**src/rtl/regfile_wb_arbiter_if.sv**
```systemverilog
// Writeback bus between the requesters and the register-file write port.
// The WB_BYPASS_EN macro adds the decode-stage forwarding signals.
interface regfile_wb_arbiter_if #(
    parameter int NREQ = 3,
    parameter int AW   = 5,
    parameter int DW   = 32
);
    logic [NREQ-1:0]    req_valid;
    logic [NREQ-1:0]    req_ready;
    logic [NREQ*AW-1:0] req_addr;
    logic [NREQ*DW-1:0] req_data;
    logic               rf_we;
    logic [AW-1:0]      rf_waddr;
    logic [DW-1:0]      rf_wdata;
    logic [2**AW-1:0]   pend_mask;
`ifdef WB_BYPASS_EN
    logic [AW-1:0]      byp_raddr1;
    logic [AW-1:0]      byp_raddr2;
    logic               byp_hit1;
    logic               byp_hit2;
    logic [DW-1:0]      byp_data1;
    logic [DW-1:0]      byp_data2;

    modport master (
        output req_valid, req_addr, req_data, byp_raddr1, byp_raddr2,
        input  req_ready, rf_we, rf_waddr, rf_wdata, pend_mask,
               byp_hit1, byp_hit2, byp_data1, byp_data2
    );
    modport slave (
        input  req_valid, req_addr, req_data, byp_raddr1, byp_raddr2,
        output req_ready, rf_we, rf_waddr, rf_wdata, pend_mask,
               byp_hit1, byp_hit2, byp_data1, byp_data2
    );
`else
    modport master (
        output req_valid, req_addr, req_data,
        input  req_ready, rf_we, rf_waddr, rf_wdata, pend_mask
    );
    modport slave (
        input  req_valid, req_addr, req_data,
        output req_ready, rf_we, rf_waddr, rf_wdata, pend_mask
    );
`endif
endinterface

```
**src/rtl/regfile_wb_arbiter.sv**
```systemverilog
// Round-robin arbiter sharing one registered register-file write port among NREQ
// one-deep writeback slots. Define WB_BYPASS_EN to add the decode forwarding outputs.
module regfile_wb_arbiter #(
    parameter int NREQ = 3,
    parameter int AW   = 5,
    parameter int DW   = 32
) (
    input logic                 clk,
    input logic                 rst_n,
    regfile_wb_arbiter_if.slave wb
);
    localparam int PW = (NREQ > 1) ? $clog2(NREQ) : 1;

    logic [NREQ-1:0] full_q, full_d;
    logic [AW-1:0]   addr_q [NREQ];
    logic [AW-1:0]   addr_d [NREQ];
    logic [DW-1:0]   data_q [NREQ];
    logic [DW-1:0]   data_d [NREQ];
    logic [PW-1:0]   rr_ptr_q, rr_ptr_d;
    logic            rf_we_q, rf_we_d;
    logic [AW-1:0]   rf_waddr_q, rf_waddr_d;
    logic [DW-1:0]   rf_wdata_q, rf_wdata_d;

    logic [NREQ-1:0]  grant;
    logic [NREQ-1:0]  ready;
    logic             gnt_any;
    logic [PW-1:0]    gnt_idx;
    logic [2**AW-1:0] pend;

    // First full slot at or after rr_ptr, wrapping modulo NREQ.
    always_comb begin
        int idx;
        idx     = 0;
        grant   = '0;
        gnt_any = 1'b0;
        gnt_idx = '0;
        for (int k = 0; k < NREQ; k++) begin
            idx = int'(rr_ptr_q) + k;
            if (idx >= NREQ) idx = idx - NREQ;
            if (!gnt_any && full_q[PW'(idx)]) begin
                gnt_any = 1'b1;
                gnt_idx = PW'(idx);
            end
        end
        if (gnt_any) grant[gnt_idx] = 1'b1;
    end

    assign ready        = ~full_q | grant;
    assign wb.req_ready = ready;

    always_comb begin
        full_d     = full_q;
        addr_d     = addr_q;
        data_d     = data_q;
        rf_we_d    = gnt_any;
        rf_waddr_d = rf_waddr_q;
        rf_wdata_d = rf_wdata_q;
        rr_ptr_d   = rr_ptr_q;
        for (int i = 0; i < NREQ; i++) begin
            if (grant[i]) full_d[i] = 1'b0;
            // Writes to r0 are swallowed here so they never occupy a slot.
            if (wb.req_valid[i] && ready[i] && (wb.req_addr[i*AW +: AW] != '0)) begin
                full_d[i] = 1'b1;
                addr_d[i] = wb.req_addr[i*AW +: AW];
                data_d[i] = wb.req_data[i*DW +: DW];
            end
        end
        if (gnt_any) begin
            rf_waddr_d = addr_q[gnt_idx];
            rf_wdata_d = data_q[gnt_idx];
            rr_ptr_d   = (int'(gnt_idx) == NREQ - 1) ? '0 : gnt_idx + PW'(1);
        end
    end

    always_ff @(posedge clk or negedge rst_n) begin
        if (!rst_n) begin
            full_q     <= '0;
            rr_ptr_q   <= '0;
            rf_we_q    <= 1'b0;
            rf_waddr_q <= '0;
            rf_wdata_q <= '0;
            for (int i = 0; i < NREQ; i++) begin
                addr_q[i] <= '0;
                data_q[i] <= '0;
            end
        end else begin
            full_q     <= full_d;
            rr_ptr_q   <= rr_ptr_d;
            rf_we_q    <= rf_we_d;
            rf_waddr_q <= rf_waddr_d;
            rf_wdata_q <= rf_wdata_d;
            for (int i = 0; i < NREQ; i++) begin
                addr_q[i] <= addr_d[i];
                data_q[i] <= data_d[i];
            end
        end
    end

    always_comb begin
        pend = '0;
        for (int i = 0; i < NREQ; i++) begin
            if (full_q[i]) pend[addr_q[i]] = 1'b1;
        end
        if (rf_we_q) pend[rf_waddr_q] = 1'b1;
        pend[0] = 1'b0;
    end

    assign wb.pend_mask = pend;
    assign wb.rf_we     = rf_we_q;
    assign wb.rf_waddr  = rf_waddr_q;
    assign wb.rf_wdata  = rf_wdata_q;

`ifdef WB_BYPASS_EN
    assign wb.byp_hit1  = rf_we_q && (rf_waddr_q == wb.byp_raddr1) && (wb.byp_raddr1 != '0);
    assign wb.byp_hit2  = rf_we_q && (rf_waddr_q == wb.byp_raddr2) && (wb.byp_raddr2 != '0);
    assign wb.byp_data1 = rf_wdata_q;
    assign wb.byp_data2 = rf_wdata_q;
`endif
endmodule

```
**src/flat_wrapper.sv**
```systemverilog
// flat-port wrapper written by rule: the top's interface ports become plain ports
module regfile_wb_arbiter_flat 
#(
    parameter int NREQ = 3,
    parameter int AW   = 5,
    parameter int DW   = 32
)
  (clk, rst_n, wb_req_valid, wb_req_addr, wb_req_data, wb_req_ready, wb_rf_we, wb_rf_waddr, wb_rf_wdata, wb_pend_mask);
  regfile_wb_arbiter_if #(.NREQ(NREQ), .AW(AW), .DW(DW)) wb_i ();
  input logic clk;
  input logic rst_n;
  input wire logic [$bits(wb_i.req_valid)-1:0] wb_req_valid;
  input wire logic [$bits(wb_i.req_addr)-1:0] wb_req_addr;
  input wire logic [$bits(wb_i.req_data)-1:0] wb_req_data;
  output wire logic [$bits(wb_i.req_ready)-1:0] wb_req_ready;
  output wire logic [$bits(wb_i.rf_we)-1:0] wb_rf_we;
  output wire logic [$bits(wb_i.rf_waddr)-1:0] wb_rf_waddr;
  output wire logic [$bits(wb_i.rf_wdata)-1:0] wb_rf_wdata;
  output wire logic [$bits(wb_i.pend_mask)-1:0] wb_pend_mask;
  assign wb_i.req_valid = wb_req_valid;
  assign wb_i.req_addr = wb_req_addr;
  assign wb_i.req_data = wb_req_data;
  assign wb_req_ready = wb_i.req_ready;
  assign wb_rf_we = wb_i.rf_we;
  assign wb_rf_waddr = wb_i.rf_waddr;
  assign wb_rf_wdata = wb_i.rf_wdata;
  assign wb_pend_mask = wb_i.pend_mask;
  regfile_wb_arbiter #(.NREQ(NREQ), .AW(AW), .DW(DW)) u_core (.clk(clk), .rst_n(rst_n), .wb(wb_i));
endmodule
```
**config.mk**
```make
export PLATFORM = sky130hd
export DESIGN_NAME = regfile_wb_arbiter_flat
export DESIGN_NICKNAME = d
export VERILOG_FILES = /design/src/rtl/regfile_wb_arbiter_if.sv /design/src/rtl/regfile_wb_arbiter.sv /design/src/flat_wrapper.sv
export SDC_FILE = /design/constraint.sdc
export NUM_CORES = 1
export LEC_CHECK = 0
export ABC_AREA = 1
export BUFFER_PORTS_ARGS = -buffer_cell sky130_fd_sc_hd__buf_2
export CORE_ASPECT_RATIO = 0.6
export CORE_MARGIN = 2
export CORE_UTILIZATION = 35
export CTS_BUF_LIST = sky130_fd_sc_hd__clkbuf_8
export DETAILED_ROUTE_END_ITERATION = 7
export PLACE_DENSITY_LB_ADDON = 0.12
export SLEW_MARGIN = 20
export SYNTH_ARGS = -nofsm -noshare
export SYNTH_HDL_FRONTEND = slang
export SYNTH_SLANG_ARGS = --single-unit
export TNS_END_PERCENT = 1
```
**constraint.sdc**
```tcl
create_clock -name clk -period 4.3 [get_ports clk]
set_clock_uncertainty 0.1 [all_clocks]
set_input_delay 0.43 -clock clk [delete_from_list [all_inputs] [get_ports clk]]
set_output_delay 0.43 -clock clk [all_outputs]
set_load 0.005 [all_outputs]
```
==> flow_metrics.py, run 1 <==
metrics = {
    "sta": {
        "hold_viol_final": 0,
        "fin_crit_ns": 3.482,
        "slew_headroom_pct": 18.26,
        "tightestPinTransition_ns": 1.217,
        "fin_crit_sh_pct": 80.98,
        "setup_viol": 0,
        "slew_violations": 0,
        "setup_tns_ns": 0,
        "clock.fmax_mhz": 287.2,
        "rsz0062_at_grt": "no",
    },
    "power": {
        "combPwrFrac_pct": 55.6,
        "ir_worst_vdd_mv": 0.3296,
        "p_seq_share_pct": 32.2,
        "switching_share_pct": 51.88,
        "power_mw": 8.812,
        "p_int_mw": 4.240,
        "leakagePower_nw": 4.902,
        "p_clk_share_pct": 12.2,
        "power_switching_mw": 4.572,
        "power.density_nw_per_um2": 950.6,
    },
    "status": {
        "outcome": "finished, final reports clean",
    },
    "worst_setup_path": {
        "worst-endpoint-required_ns": 3.77,
        "setup.worst_path.end_class": "output port",
        "critPathMaxFanout": 21,
        "r2r_cells": 13,
        "r2r_end": "u_core.data_q[41]",
        "path_buf_inv": 4,
        "worstPathArrival_ns": 2.95,
        "rr_startpoint": "u_core.rr_ptr_q[0]",
        "max_stage_delay_ns": 0.41,
        "critPathKind": "flip-flop to output port",
        "ff2ff_setup_slack_ns": 0.82,
        "cp-start-kind": "flip-flop",
        "slowest_stage": "nor2_4",
        "path_cells": "inv_1 -> ha_1 -> inv_2 -> nand2_1 -> nand3_1 -> nand2_1 -> nand2_1 -> nor2_4 -> inv_2 -> nand3_4 -> nand2_2 -> buf_2",
        "path_common_cell": "nand2_1",
        "crit_family": "simple AND/OR/NAND/NOR gates",
    },
    "routing": {
        "dr.pass1.iters": 5,
        "vias": 7332,
        "viasPerCell": 5.106,
        "drtIter0Drc": 723,
        "wl_um": 27010,
        "route.detailed.drc": 0,
        "antenna_left": 0,
        "wl_per_cell_um": 18.81,
    },
    "placement": {
        "io_buffers": 187,
        "dp_hpwl_um": 20010,
        "placed_area_um2": 8885,
        "gp_congestion": 0.9825,
        "dp.cells": 1405,
    },
    "floorplan": {
        "core_area_um2": 21860,
        "die_y_um": 119.1,
        "initial_utilization_pct": 35.32,
        "chipWidth_um": 195.8,
        "io_pins": 189,
        "num_rows": 42,
        "dieArea_um2": 23300,
    },
    "synth": {
        "synth.area.top_cells": "dfrtp_1 50%, nand2_1 14%, nand3_1 5.9%",
        "yosys.cell_types.count": 37,
        "syn_nets": 1089,
        "syn_area_per_cell_um2": 7.968,
        "synth_top_cell_area_share_pct": 49.91,
        "ys_seq_area_share_pct": 49.91,
        "synth.cell_area_um2": 7721,
        "synth_ff_type": "dfrtp_1",
        "async_flop_share_pct": 100.0,
        "syn_inst": 969,
        "synth-edff-count": 0,
        "ys_warn_count": 0,
        "yosysTopAreaCell": "dfrtp_1",
        "ys_ff_latch": 154,
    },
    "clock_tree": {
        "cts_buffers": 17,
        "cts_buffer_depth": 2,
        "cts-root-buf": "clkbuf_8",
        "clk_pin_slew_ns": 0.09,
        "h-tree-depth": 4,
        "clock_latency_ns": 0.46,
        "numClockSinks": 154,
        "cts_tree": "done",
    },
    "global_routing": {
        "gr-total-overflow": 0,
        "antenna_found_initial": 0,
        "first_global_vias": 6859,
        "grt_max_degree": 97,
        "grt_pass1_wl_um": 41520,
        "track_usage_pct": 23.72,
    },
    "flow_run": {
        "cap_violations": 0,
    },
    "layout": {
        "design_area_um2": 9270,
        "drive_gt1_share_pct": 21.57,
        "diodes": 0,
        "fin_cells": 1436,
        "syn2layout_area_growth_pct": 20.06,
        "fin_nets": 1259,
        "nFillCells": 2324,
    },
    "worst_hold_path": {
        "hold_path_class": "input port to flip-flop",
        "min_path_cells": 3,
        "hold-path-endpoint": "u_core.data_q[9]",
        "hp-start": "wb_req_data[73]",
    },
}
==> metal layers <==
layer	wire length, um	track usage, %	vias up
met1	15470	42.59	3464
met5	0	0	-
met2	9074	26.63	310
met4	243	4.688	0
met3	2215	5.098	19
li1	-	-	3539
==> cell families after synthesis <==
kind of cell	share of synthesized area, %
AO/OA/AOI/OAI	13.95
adder cells (fa/ha/maj)	0.6482
buffers and inverters	9.172
flip-flops	49.91
other	0.04857
AND/OR/NAND/NOR	26.27
==> metrics by stage <==
stage / hold WS, ns / util (%) / worst slack [ns]
floorplan: 0.03441 / - / 1.995
global placement: 0.3570 / 40.64 / 0.8045
detailed placement: 0.3594 / 40.64 / 0.8054
CTS: 0.07199 / 42.41 / 0.7776
global route: 0.08537 / 42.41 / 0.4442
finish: 0.08630 / 42.41 / 0.8181
==> layout make-up <==
class	count	area (um^2)	share of cell area (%)
clock buffer	18	247.7	2.672
clock inverter	12	127.6	1.377
inverter	125	469.2	5.061
multi-input combinational	644	3182	34.32
sequential	154	3854	41.57
tap	286	357.8	3.860
timing repair buffer	197	1032	11.14
==> registers in the layout (all words and copies together) (netlist names) <==
register,cells
u_core.full_q,3
u_core.wb.rf_wdata,32
u_core.wb.rf_we,1
u_core.rr_ptr_q,2
u_core.addr_q,15
u_core.wb.rf_waddr,5
u_core.data_q,96
==> tightest hold or removal path, stage by stage <==
cell and delay (ns):
buf_2 0.09, inv_1 0.04, o21ai_1 0.06
==> power groups by stage <==
stage / Sequential, mW / Combinational, mW / Clock, mW
2_1_floorplan: 2.60 / 3.33 / 0
3_3_place_gp: 2.84 / 4.89 / 0
3_5_place_dp: 2.83 / 4.88 / 0
4_1_cts: 2.81 / 4.90 / 1.11
5_1_grt: 2.92 / 5.52 / 1.17
6_report: 2.83 / 4.90 / 1.08
==> worst max-delay path by stage <==
stage | start | end | cells after the start
4_1_cts | u_core.rr_ptr_q[0] | wb_req_ready[0] | 12
5_1_grt | u_core.rr_ptr_q[0] | u_core.data_q[41] | 13
2_1_floorplan | u_core.rr_ptr_q[0] | wb_req_ready[0] | 12
6_report | u_core.rr_ptr_q[0] | wb_req_ready[0] | 12
3_5_place_dp | u_core.rr_ptr_q[0] | u_core.data_q[41] | 13
3_3_place_gp | u_core.rr_ptr_q[0] | u_core.data_q[41] | 13
==> timing repair <==
action                                 in CTS  in global routing
hold buffers                                1                  0
setup buffers                               0                  0
endpoints found under the hold margin       9                  0
gates resized for setup                     0                  0
==> cell usage in the layout (no fill, tap or decap), drive strengths merged, types with 2 or more instances in the layout <==
cell type    n
a22oi       31
buf        196
bufinv       2
ha           4
nor4         3
nor2        36
clkinv       5
clkinvlp     3
dfrtp      154
nand4       12
o22a         2
a21oi       22
o22ai        3
inv        127
o21ai       80
o221ai      27
clkbuf      18
o211ai       4
nor3        24
nand3       93
nand2      297
==> synthesized netlist by cell type (all sizes together), types with 16 or more instances <==
| master | n |
|---|---|
| nand2 | 297 |
| dfrtp | 154 |
| inv | 125 |
| nand3 | 93 |
| o21ai | 80 |
| nor2 | 36 |
| a22oi | 31 |
| buf | 30 |
| o221ai | 27 |
| nor3 | 24 |
| a21oi | 22 |
| clkbuf | 16 |
No activity file was read; power rests on OpenSTA's default activity.
==> run 2, diff against run 1 <==
- ABC_AREA: 1 -> 0
- clock period: 4.3 -> 3 ns (I/O delays scaled with it)
==> run 2 against run 1 <==
Net effect:
- combinational power rose by 80%
- synthesized cell count decreased by 39%
- non-clock buffer count is 131 higher
- flip-flop and latch count unchanged
- clock power rose by 57%
- area after synthesis decreased by 2.7%
- die area down 2.6%
- hold slack worse by 0.057 ns
- sequential share of layout area fell by 5.2 points
- worst setup slack got worse by 0.77 ns
- via count down 11%
- sequential power is 52% higher
- highest routed layer unchanged
==> flow_metrics.py, run 2 <==
metrics = {
    "global_routing": {
        "grt_max_degree": 71,
        "first_global_vias": 6715,
        "antenna_found_initial": 0,
        "grt_pass1_wl_um": 38780,
        "track_usage_pct": 22.30,
        "gr-total-overflow": 0,
    },
    "layout": {
        "design_area_um2": 10610,
        "regArea_um2": 3855,
        "largest-register": "u_core.data_q",
        "fin_nets": 1008,
        "syn2layout_area_growth_pct": 41.12,
        "largest_reg_flops": 96,
        "final_cell_mix": "186 x buf_2, 153 x dfrtp_1, 111 x dlygate4sd3_1",
        "diodes": 0,
        "drive_gt1_share_pct": 42.56,
        "nFillCells": 1914,
        "layout_commonest_cell": "buf_2",
        "multi_input_area_um2": 3491,
    },
    "placement": {
        "placed_area_um2": 8861,
        "dp_hpwl_um": 16840,
        "io_buffers": 187,
        "gp_congestion": 0.9141,
    },
    "routing": {
        "wl_per_cell_um": 21.28,
        "antenna_left": 0,
        "drtIter0Drc": 539,
        "route.detailed.drc": 0,
        "dr.pass1.iters": 5,
        "vias": 6512,
        "wl_um": 25100,
        "viasPerCell": 5.523,
    },
    "synth": {
        "synth_most_common_cell": "dfrtp_1",
        "ys_seq_area_share_pct": 51.27,
        "ys_warn_count": 0,
        "ys_ff_latch": 154,
        "yosys.cell_types.count": 51,
        "synth-edff-count": 0,
        "synth_top_cell_area_share_pct": 51.27,
        "synth_ff_type": "dfrtp_1",
        "synth_commonest_cells": "154 x dfrtp_1, 76 x mux2_2, 44 x a221o_1",
        "yosysTopAreaCell": "dfrtp_1",
        "syn_area_per_cell_um2": 12.80,
        "synth.cell_area_um2": 7516,
        "syn_nets": 707,
        "synth.area.top_cells": "dfrtp_1 51%, mux2_2 11%, mux2_4 6.2%",
        "async_flop_share_pct": 100.0,
        "syn_inst": 587,
    },
    "sta": {
        "fin_crit_sh_pct": 98.56,
        "setup_viol": 0,
        "slew_violations": 0,
        "rsz0062_at_grt": "yes",
        "slew_headroom_pct": 40.45,
        "fin_crit_ns": 2.957,
        "hold_viol_final": 0,
        "tightestPinTransition_ns": 0.8913,
        "whs_ns": 0.02968,
        "clock.fmax_mhz": 338.2,
    },
    "floorplan": {
        "num_rows": 41,
        "dieArea_um2": 22700,
        "initial_utilization_pct": 35.73,
        "core_area_um2": 21030,
        "chipWidth_um": 193.2,
        "io_pins": 189,
        "die_y_um": 117.5,
    },
    "worst_setup_path": {
        "r2r_cells": 9,
        "rr_startpoint": "u_core.rr_ptr_q[0]",
        "ff2ff_setup_slack_ns": 0.09,
        "critPathKind": "flip-flop to output port",
        "setup.worst_path.end_class": "output port",
        "cp-start-kind": "flip-flop",
        "worst-endpoint-required_ns": 2.60,
        "critPathMaxFanout": 7,
        "worstPathArrival_ns": 2.56,
        "r2r_end": "u_core.data_q[68]",
    },
    "clock_tree": {
        "clock_latency_ns": 0.45,
        "cts_buffers": 17,
        "cts-root-buf": "clkbuf_8",
        "h-tree-depth": 4,
        "numClockSinks": 154,
        "clk_pin_slew_ns": 0.08,
        "cts_tree": "done",
        "cts_buffer_depth": 2,
    },
    "status": {
        "outcome": "finished, final reports clean",
    },
    "power": {
        "ir_worst_vdd_mv": 0.8772,
        "power_mw": 14.79,
        "power.density_nw_per_um2": 1395,
        "leakagePower_nw": 4.813,
    },
    "worst_hold_path": {
        "min_path_cells": 2,
        "hp-start": "wb_req_data[4]",
        "hold_path_class": "input port to flip-flop",
        "hold-path-endpoint": "u_core.data_q[68]",
    },
    "flow_run": {
        "cap_violations": 0,
    },
}
==> run 2: cell count changes after synthesis, moves of 14 or more <==
cell,delta
a221o_1,+43
inv_1,-112
nor2_1,-16
o21ai_0,-14
mux2_4,+31
nor3_1,-19
mux2_2,+76
a22oi_1,-15
nand2_1,-273
o21ai_1,-57
a22o_1,+42
nand3_1,-86
==> run 2: routing by layer <==
| layer | part of all wire (%) | wire (um) | track usage (%) |
|---|---|---|---|
| met1 | 49 | 12370 | 34.79 |
| met2 | 41 | 10240 | 30.74 |
| met3 | 8.2 | 2057 | 5.307 |
| met4 | 1.7 | 433 | 5.303 |
| met5 | 0 | 0 | 0 |
==> run 2: layout make-up <==
class,instances,area share [%]
Tap cell,279,3.291
Timing Repair Buffer,328,23.13
Multi-Input combinational cell,379,32.91
Clock buffer,19,2.466
Sequential cell,154,36.35
Clock inverter,12,1.569
Inverter,8,0.2831
==> run 2: worst max path at each step <==
stage                       startpoint                 to  slack (ns)  cells past startpoint
floorplan           u_core.rr_ptr_q[1]  u_core.addr_q[10]        0.30                     10
CTS                 u_core.rr_ptr_q[0]    wb_req_ready[0]        0.01                     10
global route        u_core.rr_ptr_q[1]    wb_req_ready[0]       -0.10                     10
global placement    u_core.rr_ptr_q[1]  u_core.data_q[72]        0.09                      9
finish              u_core.rr_ptr_q[1]    wb_req_ready[0]        0.04                     10
detailed placement  u_core.rr_ptr_q[0]  u_core.data_q[72]        0.03                      9
==> run 2: cell families (layout without fill, tap and decap cells) <==
kind of cell | Yosys count | in the layout | synth area share [%]
AO/OA/AOI/OAI | 159 | 159 | 17.93
flip-flops | 154 | 154 | 51.27
multiplexers | 111 | 111 | 18.28
AND/OR/NAND/NOR | 104 | 104 | 8.424
buffers and inverters | 54 | 367 | 3.379
adder cells (fa/ha/maj) | 4 | 4 | 0.6659
other | 1 | 1 | 0.04989
==> run 2: worst max-delay path, stage by stage (launching register included) <==
cell	delay [ns]
dfrtp_1	0.40
buf_4	0.16
ha_4	0.24
nand3b_1	0.13
o41ai_1	0.09
o221a_2	0.29
a21o_1	0.19
buf_12	0.13
nor3_4	0.22
nand2b_1	0.13
buf_2	0.13
==> run 2: where the power goes <==
part / switching [mW] / leakage, nW / internal, mW / total, mW
sequential: 1.03 / 1.82 / 3.26 / 4.29
clock: 0.820 / 0.214 / 0.876 / 1.70
combinational: 4.12 / 2.78 / 4.69 / 8.81
==> run 2: through the flow <==
stage          std cells  setup TNS [ns]  util, %  setup slack (ns)
3_5_place_dp        1029               0    42.13           0.03190
2_1_floorplan        587               0        -            0.3035
3_3_place_gp        1029               0    42.13           0.09377
4_1_cts             1177               0    50.27          0.009537
6_report            1179               0    50.43           0.04330
5_1_grt             1179         -0.1039    50.43           -0.1039
==> run 2: timing repair <==
action | CTS | global route
gates cloned | 3 | 0
buffers inserted | 5 | 0
gates resized for setup | 14 | 3
setup endpoints to repair | 2 | 13
hold buffers | 109 | 2
hold endpoints to repair | 176 | 2
pin swaps | 3 | 2
==> run 3, diff against run 2 <==
- CELL_PAD_IN_SITES_DETAIL_PLACEMENT: unset -> 0
- CELL_PAD_IN_SITES_GLOBAL_PLACEMENT: unset -> 2
- CORE_UTILIZATION: 35 -> 33
==> run 3 against run 2 <==
Net effect:
- first-iteration DRC count shrank 16%
- critical path depth is the same
- register-to-register slack gained 0.02 ns
- power grew 1.2%
- design area grew 0.96%
- routed wire length grew 6.0%
- cell count grew 3.1%
- hold slack gained 0.0055 ns
- core utilization shrank 2.1 points
- clock power is essentially flat
- critical path type unchanged
- critical endpoint unchanged
==> flow_metrics.py, run 3 (synthesis gave the netlist of run 2 again) <==
metrics = {
    "clock_tree": {
        "clk_pin_slew_ns": 0.09,
        "numClockSinks": 154,
        "cts_buffer_depth": 2,
        "clock_latency_ns": 0.44,
        "cts_tree": "done",
        "h-tree-depth": 4,
        "cts-root-buf": "clkbuf_8",
        "cts_buffers": 17,
    },
    "layout": {
        "largest-register": "u_core.data_q",
        "syn2layout_area_growth_pct": 42.47,
        "final_cell_mix": "186 x buf_2, 151 x dfrtp_1, 111 x dlygate4sd3_1",
        "layout_commonest_cell": "buf_2",
        "fin_nets": 1015,
        "nFillCells": 2040,
        "largest_reg_flops": 96,
        "fin_cells": 1216,
        "diodes": 0,
        "drive_gt1_share_pct": 43.39,
    },
    "global_routing": {
        "track_usage_pct": 21.95,
        "first_global_vias": 6427,
        "grt_pass1_wl_um": 39100,
        "gr-total-overflow": 0,
        "antenna_found_initial": 0,
        "grt_max_degree": 75,
    },
    "routing": {
        "wl_per_cell_um": 21.88,
        "drtIter0Drc": 452,
        "wl_um": 26610,
        "viasPerCell": 5.389,
        "route.detailed.drc": 0,
        "dr.pass1.iters": 5,
        "vias": 6553,
        "antenna_left": 0,
    },
    "sta": {
        "tightestPinTransition_ns": 0.8160,
        "whs_ns": 0.03517,
        "slew_headroom_pct": 45.40,
        "fin_crit_ns": 2.901,
        "clock.fmax_mhz": 344.7,
        "setup_tns_ns": 0,
        "slew_violations": 0,
        "hold_viol_final": 0,
        "setup_viol": 0,
        "fin_crit_sh_pct": 96.71,
    },
    "floorplan": {
        "chipWidth_um": 198.8,
        "die_y_um": 120.9,
        "num_rows": 42,
        "dieArea_um2": 24040,
        "initial_utilization_pct": 33.89,
        "io_pins": 189,
        "core_area_um2": 22180,
    },
    "power": {
        "leakagePower_nw": 4.849,
        "power_mw": 14.97,
        "ir_worst_vdd_mv": 0.9643,
        "power.density_nw_per_um2": 1398,
    },
    "worst_setup_path": {
        "critPathMaxFanout": 5,
        "cp-start-kind": "flip-flop",
        "worstPathArrival_ns": 2.50,
        "setup.worst_path.end_class": "output port",
        "critPathKind": "flip-flop to output port",
        "r2r_end": "u_core.data_q[93]",
        "worst-endpoint-required_ns": 2.60,
        "r2r_cells": 10,
        "rr_startpoint": "u_core.rr_ptr_q[1]",
        "ff2ff_setup_slack_ns": 0.11,
    },
    "worst_hold_path": {
        "hold_path_class": "input port to flip-flop",
        "min_path_cells": 2,
        "hp-start": "wb_req_addr[4]",
        "hold-path-endpoint": "u_core.addr_q[14]",
    },
    "placement": {
        "dp_hpwl_um": 17700,
        "dp.cells": 1059,
        "io_buffers": 187,
        "gp_congestion": 0.9556,
    },
    "status": {
        "outcome": "finished, final reports clean",
    },
    "flow_run": {
        "cap_violations": 0,
    },
}
[run 3: repair_timing]
item,CTS,global route
cloned,1,1
pin swaps,1,5
gates resized for setup,14,9
setup endpoints to repair,2,3
setup buffers,3,9
hold buffers,111,0
endpoints found under the hold margin,182,0
[run 3: cell type report]
class	count	area (um^2)	share of cell area [%]
inverter	8	30.03	0.2804
clock inverter	11	141.4	1.320
multi-input combinational	379	3498	32.67
tap	308	385.4	3.599
sequential	154	3857	36.02
timing repair buffer	335	2506	23.40
clock buffer	21	289.0	2.699
[run 3: where the power goes]
group	switching [mW]	internal, mW	total (mW)
Clock	0.784	0.909	1.69
Combinational	4.32	4.66	8.98
Sequential	1.05	3.26	4.30
[run 3: how the worst max path moves through the flow]
stage,slack [ns],cells after the start,to,start
after floorplan,0.30,10,u_core.addr_q[10],u_core.rr_ptr_q[1]
after global placement,0.14,9,u_core.data_q[86],u_core.rr_ptr_q[1]
after detailed placement,0.08,10,u_core.data_q[33],u_core.rr_ptr_q[1]
after CTS,0.01,10,wb_req_ready[0],u_core.rr_ptr_q[0]
after global routing,-0.04,10,wb_req_ready[0],u_core.rr_ptr_q[1]
final,0.1,10,wb_req_ready[0],u_core.rr_ptr_q[0]
[run 3: metal layers]
layer / GRT usage (%) / vias up / share of wire [%]
li1: - / 2904 / -
met1: 33.80 / 3350 / 49
met2: 29.85 / 282 / 41
met3: 7.004 / 17 / 9.1
met4: 3.871 / 0 / 0.78
met5: 0 / - / 0
[run 3: critical path, cell delays in order, from the launching register on]
cell and delay [ns]:
dfrtp_2 0.46, ha_4 0.19, buf_4 0.13, nand3b_1 0.16, o21ai_2 0.13, and4b_1 0.25
nor3_4 0.27, buf_12 0.17, nor3_4 0.04, nand2b_1 0.13, buf_2 0.13
[run 3: metrics by stage]
stage	worst slack, ns	util (%)	instance area [um^2]
2_1_floorplan	0.3035	-	7516
3_3_place_gp	0.1438	40.21	8917
3_5_place_dp	0.07584	40.21	8917
4_1_cts	0.01365	47.71	10580
5_1_grt	-0.04396	48.28	10710
6_report	0.09859	48.28	10710
